--- config.mk ---
export PLATFORM = sky130hd
export DESIGN_NAME = neuron_mac_serial
export DESIGN_NICKNAME = d
export VERILOG_FILES = /design/src/rtl/neuron_mac_serial.sv
export SDC_FILE = /design/constraint.sdc
export NUM_CORES = 1
export LEC_CHECK = 0
export ABC_AREA = 1
export BUFFER_PORTS_ARGS = -buffer_cell sky130_fd_sc_hd__buf_2
export CAP_MARGIN = 20
export CORE_MARGIN = 2
export CORE_UTILIZATION = 55
export DETAILED_ROUTE_END_ITERATION = 6
export PLACE_DENSITY = 0.74
export SLEW_MARGIN = 20
export SYNTH_ARGS = -nofsm -noshare
export SYNTH_HDL_FRONTEND = slang
export SYNTH_SLANG_ARGS = --single-unit
export TNS_END_PERCENT = 5
--- constraint.sdc ---
create_clock -name clk -period 8.9 [get_ports clk]
set_clock_uncertainty 0.05 [all_clocks]
set_input_delay 2.67 -clock clk [delete_from_list [all_inputs] [get_ports clk]]
set_output_delay 2.67 -clock clk [all_outputs]
set_load 0.05 [all_outputs]
--- src/rtl/neuron_mac_serial.sv ---
// neuron_mac_serial: serial multiply-accumulate neuron.
// Consumes N_INPUTS sign-magnitude (x, w) beats, adds a bias, saturates the
// sum and emits one sign-magnitude Q4.11 pre-activation word per vector.
module neuron_mac_serial #(
  parameter int BITSIZE  = 16,
  parameter int FRAC     = 11,
  parameter int N_INPUTS = 8,
  parameter int ACC_W    = 24
) (
  input  logic               clk,
  input  logic               reset,
  input  logic               in_valid,
  output logic               in_ready,
  input  logic [BITSIZE-1:0] x_in,
  input  logic [BITSIZE-1:0] w_in,
  input  logic [BITSIZE-1:0] bias,
  output logic [BITSIZE-1:0] data_out,
  output logic               out_valid
);

  localparam int MAG_W  = BITSIZE - 1;
  localparam int PROD_W = 2 * MAG_W;
  localparam int PM_W   = PROD_W - FRAC;
  localparam int CNT_W  = (N_INPUTS > 1) ? $clog2(N_INPUTS) : 1;
  localparam logic [CNT_W-1:0] LAST = CNT_W'(N_INPUTS - 1);
  localparam logic signed [ACC_W:0] SAT_POS = (ACC_W+1)'((2 ** MAG_W) - 1);
  localparam logic signed [ACC_W:0] SAT_NEG = -SAT_POS;

  typedef enum logic [1:0] {
    ST_ACC,
    ST_DRAIN,
    ST_FINISH
  } state_t;

  state_t              state_q, state_d;
  logic [CNT_W-1:0]    cnt_q, cnt_d;
  logic [ACC_W-1:0]    acc_q, acc_d;
  logic [ACC_W-1:0]    prod_q, prod_d;
  logic                prod_vld_q, prod_vld_d;
  logic [ACC_W-1:0]    bias_q, bias_d;
  logic [BITSIZE-1:0]  data_q, data_d;
  logic                ovalid_q, ovalid_d;

  logic [PROD_W-1:0]   prod_full;
  logic [PM_W-1:0]     prod_mag;
  logic [ACC_W-1:0]    prod_ext, prod_tc;
  logic [ACC_W-1:0]    bias_ext, bias_tc;
  logic signed [ACC_W:0] sum, sat, mag_full;
  logic [BITSIZE-1:0]  result;

  // Product and bias conversion from sign-magnitude to two's complement.
  always_comb begin
    prod_full = {{MAG_W{1'b0}}, x_in[MAG_W-1:0]} * {{MAG_W{1'b0}}, w_in[MAG_W-1:0]};
    prod_mag  = PM_W'(prod_full >> FRAC);
    prod_ext  = {{(ACC_W-PM_W){1'b0}}, prod_mag};
    // A zero magnitude negates to zero, so -0 never survives into the sum.
    prod_tc   = (x_in[BITSIZE-1] ^ w_in[BITSIZE-1]) ? -prod_ext : prod_ext;
    bias_ext  = {{(ACC_W-MAG_W){1'b0}}, bias[MAG_W-1:0]};
    bias_tc   = bias[BITSIZE-1] ? -bias_ext : bias_ext;
  end

  // Final sum, symmetric saturation and conversion back to sign-magnitude.
  always_comb begin
    sum = {acc_q[ACC_W-1], acc_q} + {bias_q[ACC_W-1], bias_q};
    if (sum > SAT_POS) begin
      sat = SAT_POS;
    end else if (sum < SAT_NEG) begin
      sat = SAT_NEG;
    end else begin
      sat = sum;
    end
    mag_full = sat[ACC_W] ? -sat : sat;
    result   = {sat[ACC_W], MAG_W'(mag_full)};
  end

  // Control FSM next state plus datapath register updates.
  always_comb begin
    state_d    = state_q;
    cnt_d      = cnt_q;
    acc_d      = acc_q;
    prod_d     = prod_q;
    prod_vld_d = 1'b0;
    bias_d     = bias_q;
    data_d     = data_q;
    ovalid_d   = 1'b0;
    in_ready   = 1'b0;
    // Products land in the accumulator one edge after their accept.
    if (prod_vld_q) begin
      acc_d = acc_q + prod_q;
    end
    unique case (state_q)
      ST_ACC: begin
        in_ready = 1'b1;
        if (in_valid) begin
          prod_d     = prod_tc;
          prod_vld_d = 1'b1;
          if (cnt_q == LAST) begin
            cnt_d   = '0;
            bias_d  = bias_tc;
            state_d = ST_DRAIN;
          end else begin
            cnt_d = cnt_q + CNT_W'(1);
          end
        end
      end
      ST_DRAIN: begin
        state_d = ST_FINISH;
      end
      ST_FINISH: begin
        data_d   = result;
        ovalid_d = 1'b1;
        acc_d    = '0;
        cnt_d    = '0;
        state_d  = ST_ACC;
      end
      default: begin
        state_d = ST_ACC;
      end
    endcase
  end

  // State registers with asynchronous active-high reset.
  always_ff @(posedge clk or posedge reset) begin
    if (reset) begin
      state_q    <= ST_ACC;
      cnt_q      <= '0;
      acc_q      <= '0;
      prod_q     <= '0;
      prod_vld_q <= 1'b0;
      bias_q     <= '0;
      data_q     <= '0;
      ovalid_q   <= 1'b0;
    end else begin
      state_q    <= state_d;
      cnt_q      <= cnt_d;
      acc_q      <= acc_d;
      prod_q     <= prod_d;
      prod_vld_q <= prod_vld_d;
      bias_q     <= bias_d;
      data_q     <= data_d;
      ovalid_q   <= ovalid_d;
    end
  end

  assign data_out  = data_q;
  assign out_valid = ovalid_q;

endmodule

* Word level (Yosys, flattened, before mapping) *
Index checks and enable logic that the tools add are counted.

storage, ports and cells
  bits in registers = 95
  output and inout bits = 18
  logic and storage cells = 47

operators by class
  $add $sub $neg = 6
  bitwise operators = 1
  eq/ne operators = 5
  magnitude comparators = 2
  reductions and logical operators = 7
  multiply operators = 1
  multiplexer cells = 17

operators with widths
  cell                  count
  $mux 24               4
  $mux 25               2
  $mul 15x15->30        1
  $add 24x24->25        1
  $gt 25x16->1 const B  1
  $lt 25x16->1 const B  1
  $add 24x24->24        1
  $neg 15->24           1
  $neg 19->24           1
  $mux 15               1
  $neg 15->15           1
  $mux 3                2
  $pmux 3 s2            1
  $reduce_and 2->1      3
  $mux 1                4
  $mux 2                2
  $ne 2x2->1 const B    2
  $pmux 2 s2            1
  $reduce_bool 2->1     2
  $add 3x1->3 const B   1
  $eq 3x3->1 const B    1
  $reduce_and 3->1      1
  $eq 2x1->1 const B    1
  $eq 2x2->1 const B    1
  other kinds (2)       2

* Depth between registers and ports, before layout *
Gate-level depths: netlist (run 1).

  depth in word-level cells = 6
  mapped depth = 37

* Worst setup path before layout (run 1) *
No wires, ideal clock.

  kind = input -> register
  start point = input port x_in[6]
  end point = register prod_q[10]
  path slack = 0.566 ns
  cell stages on the path = 27
  required time = 8.733 ns
  data arrival time = 8.166 ns
  path through = clkbuf_1 > nand2_1 > fa_1 > fa_1 > inv_1 > fa_1 > inv_1 > fa_1 > fa_1 > fa_1 > inv_1 > ha_1 > nand2_1 > nor2_1 > inv_1 > nor2_1 > nand2_1 > nand3_2 > xor2_1 > ha_1 > nand3_1 > nor3_2 > nand2_1 > o21ai_1 > nand2_1 > nand3_1 > nand2_1

on the way
  word-level cells in the longest chain between the ends = 3

ends and longest elaborated chain
  element               RTL line  text
  from (decl)           14        input logic [BITSIZE-1:0] x_in,
  $mul 15x15->30 (*)    53        prod_full = {{MAG_W{1'b0}}, x_in[MAG_W-1:0]} * {{MAG_W{1'b0}}, w_in[MAG_W-1:0]};
  $neg 19->24           57        prod_tc = (x_in[BITSIZE-1] ^ w_in[BITSIZE-1]) ? -prod_ext : prod_ext;
  $mux 24 (*)           57
  to (signal assigned)  137       prod_q <= prod_d;
  to (decl)             38        logic [ACC_W-1:0] prod_q, prod_d;

Every way passes the cells marked *; elsewhere a longest branch is shown, timed or not.
A chain may end at the register's enable or synchronous reset.

* Worst setup path after layout (run 1) *
  start point = input port x_in[9]
  end point = register prod_q[10]

Same word-level chain as after synthesis.

==> reports/results.tsv, run 1 <==
metric	value	unit
outcome	finished clean	
num_vias	13800	
coreArea	27800	sq um
crit_path_start_kind	primary input	
drtIter0Drc	924	
hold_end	state_q[1]	
hp-class	reg -> reg	
final_cells	2643	
ctsHoldBuffers	0	
worstHoldStart	state_q[1]	
rr_startpoint	acc_q[0]	
fin_crit_sh	96.0	%
first_global_vias	13700	
grt_util_met1	40.6	%
place_congestion	0.935	
cts_htree_levels	3	
cts_tree	done	
worst_pin_slew	839	ps
reg2reg_slack	4060	ps
synth.cell_area	15500	sq um
relSlewSlack	43.7	%
muxShareOfSynthArea	0	%
die_area	29600	sq um
portBuffers	68	
antenna_cells	0	
grt_busiest_layer	met2	
netlist_instances	2206	
io_pins	69	
antenna_found_initial	0	
grt_usage	28.5	%
rsz0062_at_grt	false	
crit_fanout	10	
path_class	in -> reg	
clkSinkCount	94	
synth_compound_area_share	7.75	%
ant_nets	0	
slew_viol_final	0	
synthesis.nets	2569	
cts_buffer_depth	2	
yosysUniqueCellTypes	55	
die_h	172	microns
viasPerCell	5.23	
wl_per_cell	14.8	microns
hold_path_depth	1	
r2r-end	data_out[12]	
syn_area_per_cell	7.04	sq um
drt_wl_total	39.2	mm
yosys_warnings	0	
r2r_cells	26	
clkLatencyLatePin	350	ps
hpwl	32.6	mm
seq_area_frac_synth	15.1	%
synth_flop_cell	dfrtp_1	
arrival	8740	ps
use_met3	4.51	%
cp-end-kind	register	
start_util	55.9	%
ys_ff_latch	94	
setup_viol	0	
dp.cells	2627	
die_x	172	microns
post-route-min-period	8550	ps
grt.overflow.total	0	
ctsRootBufferMaster	clkbuf_16	
synth-edff-count	0	
synthAdderAreaFrac	33.3	%
max_freq	117	MHz
grt_max_degree	58	
rows	61	
synthSimpleGateAreaFrac	27.1	%
cp.required	9100	ps
synth_top_family_by_area	adder cells	
synthArstFlopShare	100	%
cts_buffers	9	
clk_pin_slew_worst_paths	80	ps
final_layout_size_suffix_gt1_share	8.48	%
synthXorXnorAreaFrac	3.50	%
grt_pass1_wl	67.0	mm
max-cap-violations	0	
grt_util_met2	46.0	%
drc	0	
hold_viol	0	
area_delta_synth_final	7.16	%
drtPass1Iterations	5	
final_net_count	2623	
## metal layers
| metal | vias up | wire [microns] |
|---|---|---|
| met4 | 0 | 641 |
| met1 | 6526 | 17900 |
| met3 | 51 | 2950 |
| met2 | 414 | 17700 |
| li1 | 6823 | - |
| met5 | - | 0 |
## logic make-up (layout without fill, tap and decap cells)
kind of cell    Yosys count  after routing
compound gates          213            213
xor+xnor                 57             57
fa+ha+maj               312            312
buf+inv                 545            604
flops                    94             94
simple gates            985            985
## registers in the layout, indices dropped and copies added, names as in the netlist
| register | flops |
|---|---|
| prod_vld_q | 1 |
| prod_q | 24 |
| cnt_q | 3 |
| bias_q | 23 |
| state_q | 2 |
| out_valid | 1 |
| data_out | 16 |
| acc_q | 24 |
## per-stage QoR
stage               utilization [%]  area (sq um)  hold WS, ps  setup TNS (ps)  worst slack [ps]
floorplan                         -         15500          372               0               566
global placement               58.8         16300          384               0               153
global route                   59.9         16600          419               0              3.70
detailed placement             58.8         16300          392          -0.838            -0.838
finish                         59.9         16600          403               0               352
CTS                            59.9         16600          402               0               357
## timing repair
| action | CTS | global route |
|---|---|---|
| resized for setup | 0 | 4 |
| setup buffers | 0 | 0 |
| setup endpoints to repair | 0 | 8 |
## cell type report
class	count	area, sq um
Sequential cell	94	2350
Inverter	493	1850
Fill cell	2587	11100
Clock inverter	7	70.1
Tap cell	378	473
Timing Repair Buffer	95	551
Clock buffer	9	225
Multi-Input combinational cell	1567	11100
## synthesized netlist by cell type (2+ instances only)
master | count | share of area (%)
a21boi_0 | 3 | 0.14
a21o_1 | 3 | 0.14
a21oi_1 | 82 | 2.6
a21oi_2 | 3 | 0.17
a31oi_1 | 9 | 0.36
and2_1 | 2 | 0.081
buf_4 | 2 | 0.097
clkbuf_1 | 47 | 1.1
clkinv_1 | 4 | 0.097
dfrtp_1 | 94 | 15
fa_1 | 168 | 22
ha_1 | 144 | 12
inv_1 | 480 | 12
inv_2 | 9 | 0.22
nand2_1 | 650 | 16
nand2_2 | 27 | 1.1
nand3_1 | 108 | 3.5
nand3_2 | 8 | 0.52
nand3b_1 | 6 | 0.29
nand4_1 | 16 | 0.64
nor2_1 | 113 | 2.7
nor2_2 | 14 | 0.56
nor2_4 | 6 | 0.43
nor3_1 | 18 | 0.58
nor3_2 | 2 | 0.13
nor4_1 | 6 | 0.24
o2111ai_1 | 2 | 0.11
o211ai_1 | 3 | 0.14
o21a_1 | 3 | 0.14
o21ai_0 | 72 | 2.3
o21ai_1 | 9 | 0.29
o21ai_2 | 2 | 0.11
o21bai_1 | 7 | 0.34
o311ai_0 | 3 | 0.17
o31ai_1 | 7 | 0.34
or2_1 | 2 | 0.081
xnor2_1 | 24 | 1.4
xor2_1 | 30 | 1.7
xor2_4 | 2 | 0.35
## worst max-delay path by stage
stage	slack, ps	end	startpoint	cells past startpoint
floorplan	570	prod_q[10]	x_in[6]	27
global placement	150	prod_q[10]	x_in[4]	26
detailed placement	-0.8	prod_q[18]	x_in[7]	27
CTS	360	prod_q[18]	x_in[7]	27
global route	4	prod_q[18]	x_in[8]	27
finish	350	prod_q[10]	x_in[9]	26
## critical path: stages
cell	delay, ps
buf_2	250
buf_4	210
nand2_1	80
fa_1	510
fa_1	540
inv_1	60
fa_1	460
fa_1	520
fa_1	560
inv_1	60
fa_1	530
inv_1	40
ha_1	350
nand2_1	150
o21ai_0	450
a21oi_1	80
nand2_1	140
xor2_1	290
inv_1	70
nand2_1	110
inv_1	60
nand2_1	90
o21ai_1	80
or2_1	250
nand3_1	60
nand2_1	70
## cells in the final DEF, fill, tap and decap left out, drive strengths merged, types with 2 or more instances in the layout
cell | Yosys | routed
o21ai | 83 | 83
o21bai | 7 | 7
clkinv | 4 | 6
o21a | 3 | 3
ha | 144 | 144
xnor2 | 24 | 24
a21o | 3 | 3
o2111ai | 2 | 2
xor2 | 33 | 33
clkinvlp | 0 | 3
clkbuf | 47 | 12
buf | 5 | 92
fa | 168 | 168
inv | 489 | 491
o31ai | 7 | 7
a21oi | 85 | 85
a31oi | 9 | 9
dfrtp | 94 | 94
or2 | 2 | 2
a21boi | 3 | 3
nand3b | 7 | 7
o311ai | 4 | 4
nor3 | 21 | 21
nand4 | 16 | 16
nor2 | 133 | 133
nand2 | 678 | 678
nand3 | 116 | 116
nor4 | 6 | 6
o211ai | 4 | 4
and2 | 2 | 2
Power of run 1 is left out: the tool's default activity adds up to more than one toggle a clock period on the data nets, which glitch-free logic cannot reach.
==> run 2: changes to the inputs <==
==> constraint.sdc (replaced) <==
create_clock -name clk -period 8.55 [get_ports clk]
set_clock_uncertainty 0.05 [all_clocks]
set_input_delay 2.565 -clock clk [delete_from_list [all_inputs] [get_ports clk]]
set_output_delay 2.565 -clock clk [all_outputs]
set_load 0.05 [all_outputs]
==> run 2 against run 1 <==
  * Sequential share of layout area shrank 0.29 points
  * Utilization grew 1.2 points
  * Routed wire length shrank 0.53%
  * Critical endpoint is now prod_q[11]
  * Global-route usage shrank 0.42 points
  * Worst hold slack lost 1.6 ps
  * Die area is the same
  * Worst setup slack lost 62 ps
  * Final cell count grew 1.5%
  * Sequential cell count is the same
  * Non-clock buffer count grew 38
==> reports/results.tsv, run 2 (synthesis gave the netlist of run 1 again) <==
metric	value	unit	change
outcome	finished clean		
layout_common_cells	nand2_1, inv_1, fa_1		
use_met3	4.74	%	+0.23 points
drc	0		unchanged
max_freq	121	MHz	
die_h	172	microns	unchanged
final_cells	2682		+1.5%
drtIter0Drc	984		+6.5%
fin_crit_sh	96.6	%	
max-cap-violations	0		unchanged
start_util	55.9	%	unchanged
drtPass1Iterations	5		unchanged
grt_pass1_wl	66.6	mm	-0.55%
worst_slack	290	ps	-61.7 ps
ctsRootBufferMaster	clkbuf_16		
rsz0062_at_grt	true		
rows	61		unchanged
max_stage_delay	590	ps	+30 ps
io_pins	69		unchanged
layout_commonest_cell	nand2_1		
setup_viol	0		unchanged
clk_pin_slew_worst_paths	80	ps	about the same
num_vias	14000		+1.4%
drt_wl_total	39.0	mm	-0.53%
grt_util_met2	46.8	%	+0.86 points
grt_util_met1	38.4	%	-2.2 points
relSlewSlack	42.3	%	-1.4 points
die_area	29600	sq um	unchanged
placed_cell_area	16600	sq um	+1.7%
grt.overflow.total	0		unchanged
viasPerCell	5.22		about the same
cp-end-kind	register		
first_global_vias	14200		+3.0%
path_class	in -> reg		
cp_top_family	adder cells		
nFillCells	2628		+1.6%
final_net_count	2661		+1.4%
hold_viol	0		unchanged
worst_pin_slew	860	ps	+20.4 ps
dp.cells	2664		+1.4%
grt_max_degree	56		-3.4%
finalInstanceArea	17000	sq um	+2.1%
dp_worst_setup_slack	-118	ps	-118 ps
cp_slowest_cell	fa_1		
reg_top3	acc_q: 24 flops, prod_q: 24 flops, bias_q: 23 flops		
antenna_found_initial	1		+1
critPathBufInv	7		unchanged
die_x	172	microns	unchanged
cts_tree	done		
cp_common_cell	fa_1		
arrival	8500	ps	-240 ps
grt_usage	28.0	%	-0.42 points
post-route-min-period	8260	ps	
area_delta_synth_final	9.39	%	
cts_htree_levels	3		unchanged
cp.required	8790	ps	-310 ps
slew_viol_final	0		unchanged
clkLatencyLatePin	350	ps	about the same
ctsHoldBuffers	0		unchanged
grt_busiest_layer	met2		
hp-class	reg -> reg		
coreArea	27800	sq um	unchanged
ant_nets	0		unchanged
final_layout_size_suffix_gt1_share	10.5	%	+2.0 points
clkSinkCount	94		unchanged
crit_path_start_kind	primary input		
place_congestion	0.924		-1.2%
wl_per_cell	14.6	microns	-2.0%
hpwl	32.7	mm	about the same
cts_buffers	9		unchanged
cts_buffer_depth	2		unchanged
portBuffers	68		unchanged
crit_fanout	11		+1
run 2: cell count changes in the layout (fill, tap and decap cells not counted), moves of 2 or more:
| cell | change |
|---|---|
| a21oi_1 | -2 |
| a21oi_2 | +2 |
| buf_4 | +38 |
| clkinvlp_4 | -2 |
| nor2_1 | -2 |
| nor2_2 | +2 |
| xnor2_1 | -3 |
| xnor2_2 | +3 |
run 2: per-layer routing:
layer | vias to the layer above | share of wire (%) | wire length (microns)
met5 | - | 0 | 0
met4 | 0 | 1.9 | 748
met3 | 63 | 6.2 | 2410
met2 | 378 | 46 | 18100
met1 | 6666 | 46 | 17800
li1 | 6898 | - | -
run 2: layout make-up:
cell class | count | area [sq um] | area share, %
multi-input combinational | 1567 | 11200 | 65.8
clock inverter | 7 | 75.1 | 0.442
timing repair buffer | 133 | 836 | 4.92
sequential | 94 | 2350 | 13.8
clock buffer | 9 | 225 | 1.33
tap | 378 | 473 | 2.78
antenna | 1 | 2.50 | 0.0147
inverter | 493 | 1850 | 10.9
run 2: what timing repair did:
item | 4_1_cts | 5_1_grt
buffers inserted | 0 | 1
gates resized for setup | 0 | 16
endpoints found under the setup margin | 0 | 14
run 2: through the flow:
| stage | TNS [ps] | hold slack (ps) | utilization [%] |
|---|---|---|---|
| finish | 0 | 401 | 61.2 |
| global route | -94.9 | 427 | 61.2 |
| CTS | 0 | 400 | 60.9 |
| detailed placement | -835 | 391 | 59.8 |
| global placement | 0 | 382 | 59.8 |
| floorplan | 0 | 372 | - |
run 2: path summary, 6_finish.rpt:
check	start	to	slack (ps)	cells after the start
max	w_in[8]	prod_q[11]	290	27
min	state_q[1]	state_q[1]	400	1
max reg2reg	acc_q[0]	data_out[14]	3690	26
min reg2reg	state_q[1]	state_q[1]	400	1
max in group asynchronous	reset	bias_q[2]	5170	3
min in group asynchronous	reset	prod_vld_q	2190	2
Power of run 2 is left out for the same reason.
==> run 3: changes to the inputs <==
--- a/config.mk
+++ b/config.mk
@@ -9,9 +9,9 @@
 export BUFFER_PORTS_ARGS = -buffer_cell sky130_fd_sc_hd__buf_2
 export CAP_MARGIN = 20
 export CORE_MARGIN = 2
-export CORE_UTILIZATION = 55
+export CORE_UTILIZATION = 30
 export DETAILED_ROUTE_END_ITERATION = 6
-export PLACE_DENSITY = 0.74
+export PLACE_DENSITY = 0.47
 export SLEW_MARGIN = 20
 export SYNTH_ARGS = -nofsm -noshare
 export SYNTH_HDL_FRONTEND = slang
==> constraint.sdc (replaced) <==
create_clock -name clk -period 8.42 [get_ports clk]
set_clock_uncertainty 0.05 [all_clocks]
set_input_delay 2.526 -clock clk [delete_from_list [all_inputs] [get_ports clk]]
set_output_delay 2.526 -clock clk [all_outputs]
set_load 0.05 [all_outputs]
==> run 3 against run 2 <==
  * Routed wire length grew 8.7%
  * Utilization shrank 26 points
  * Register-to-register slack lost 100 ps
  * Sequential cell count is the same
  * Worst hold slack gained 5.2 ps
  * Highest routed layer unchanged
==> reports/results.tsv, run 3 (synthesis gave the netlist of run 1 again) <==
metric	value	unit	change
outcome	finished clean		
multiInputGateArea	11400	sq um	+1.9%
finalInstanceArea	18100	sq um	+6.8%
drtPass1Iterations	5		unchanged
grt_usage	16.3	%	-12 points
drt_wl_total	42.4	mm	+8.7%
grt.overflow.total	0		unchanged
ctsHoldBuffers	0		unchanged
first_global_vias	14400		+1.4%
rows	83		+36%
fin_crit_sh	96.5	%	
hold_viol	0		unchanged
cts_htree_levels	3		unchanged
ant_nets	0		unchanged
start_util	30.3	%	-26 points
ctsRootBufferMaster	clkbuf_16		
clk_pin_slew_worst_paths	70	ps	about the same
hpwl	36.6	mm	+12%
regArea	2350	sq um	unchanged
max_stage_delay	540	ps	-50 ps
die_area	53600	sq um	+81%
grt_pass1_wl	71.2	mm	+6.9%
final_net_count	2736		+2.8%
whs	406	ps	+5.16 ps
final.setup.tns	0	ps	unchanged
cp-end-kind	register		
slew_viol_final	0		unchanged
max_freq	123	MHz	
crit_fanout	6		-5
path_class	in -> reg		
cp_common_cell	fa_1		
io_pins	69		unchanged
die_x	232	microns	+35%
setup_viol	0		unchanged
cp_slowest_cell	fa_1		
clkSinkCount	94		unchanged
worst_pin_slew	941	ps	+81.6 ps
antenna_cells	0		-1
relSlewSlack	36.9	%	-5.5 points
wl_per_cell	13.9	microns	-4.7%
antenna_found_initial	0		-1
viasPerCell	4.54		-13%
arrival	8320	ps	-180 ps
max-cap-violations	0		unchanged
grt_max_degree	65		+16%
fin_util	35.4	%	-26 points
num_vias	13900		-0.94%
layout_common_cells	nand2_1, inv_1, fa_1		
reg_top3	acc_q: 24 flops, prod_q: 24 flops, bias_q: 23 flops		
placed_cell_area	17600	sq um	+5.8%
hp-class	reg -> reg		
cts_buffers	9		unchanged
final_layout_size_suffix_gt1_share	14.8	%	+4.3 points
drc	0		unchanged
place_congestion	0.850		-8.0%
cts_buffer_depth	2		unchanged
cp.required	8610	ps	-180 ps
critPathBufInv	8		+1
portBuffers	68		unchanged
cts_tree	done		
die_h	232	microns	+35%
cp_top_family	adder cells		
area_delta_synth_final	16.8	%	
post-route-min-period	8130	ps	
layout_commonest_cell	nand2_1		
clkLatencyLatePin	360	ps	about the same
crit_path_start_kind	primary input		
nFillCells	5554		+110%
coreArea	51300	sq um	+85%
drtIter0Drc	749		-24%
-- run 3: cell count changes in the layout (fill, tap and decap cells not counted), moves of 3 or more --
cell	before	now
a21oi_1	80	72
a21oi_2	5	12
buf_4	65	139
ha_1	143	140
ha_4	0	4
inv_8	3	0
nand2_1	650	644
nand2_2	27	33
nor2_1	111	104
nor2_2	16	20
nor2_4	6	9
o21ai_0	72	68
-- run 3: stage by stage --
step	setup WS [ps]	instances
floorplan	230	2206
global placement	-175	3040
detailed placement	-196	3040
CTS	171	3056
global route	-38.3	3058
finish	291	3058
-- run 3: layout make-up --
cell class	count	share of cell area (%)
multi-input cells	1567	62.7
flip-flops and latches	94	13.0
inverters	493	10.2
repair buffers	208	7.83
well taps	680	4.69
clock buffers	9	1.24
clock inverters	7	0.317
-- run 3: worst paths after layout --
| kind | from | to | slack (ps) | cells past startpoint |
|---|---|---|---|---|
| max in group asynchronous | reset | bias_q[18] | 5040 | 3 |
| max reg2reg | acc_q[0] | data_out[14] | 3590 | 26 |
| min reg2reg | state_q[1] | state_q[1] | 410 | 1 |
| min | state_q[1] | state_q[1] | 410 | 1 |
| max | x_in[5] | prod_q[19] | 290 | 28 |
| min in group asynchronous | reset | cnt_q[1] | 2090 | 2 |
-- run 3: metal layers --
metal  GRT usage (%)  share of wire (%)  vias up
li1                -                  -     7058
met5               0                  0        -
met4            3.29                1.4        0
met2            28.2                 48      143
met1            22.2                 49     6631
met3            1.37                2.0       41
-- run 3: worst register-to-register path, cell delays in order, from the launching register on --
cell and delay [ps]:
dfrtp_1 450, ha_1 280, fa_1 440, nand2_1 90, nand2_1 80, nand3_1 70
nand2_1 110, nand2_1 120, nand3_1 80, nand2_1 70, nand2_1 80, or4_1 540
nor2_1 110, o311ai_0 130, ha_1 550, inv_1 190, a21oi_1 220, ha_1 220
nand2_1 60, inv_1 50, nand3_1 120, nor2_2 170, nand3_2 110, nand2_2 110
nand3_1 70, nand3_1 90, nand2_1 50
-- run 3: what timing repair did --
action                                  4_1_cts  5_1_grt
setup buffers                                 0        2
endpoints found under the setup margin        0       20
gates resized for setup                       0       62
Power of run 3 is left out for the same reason.
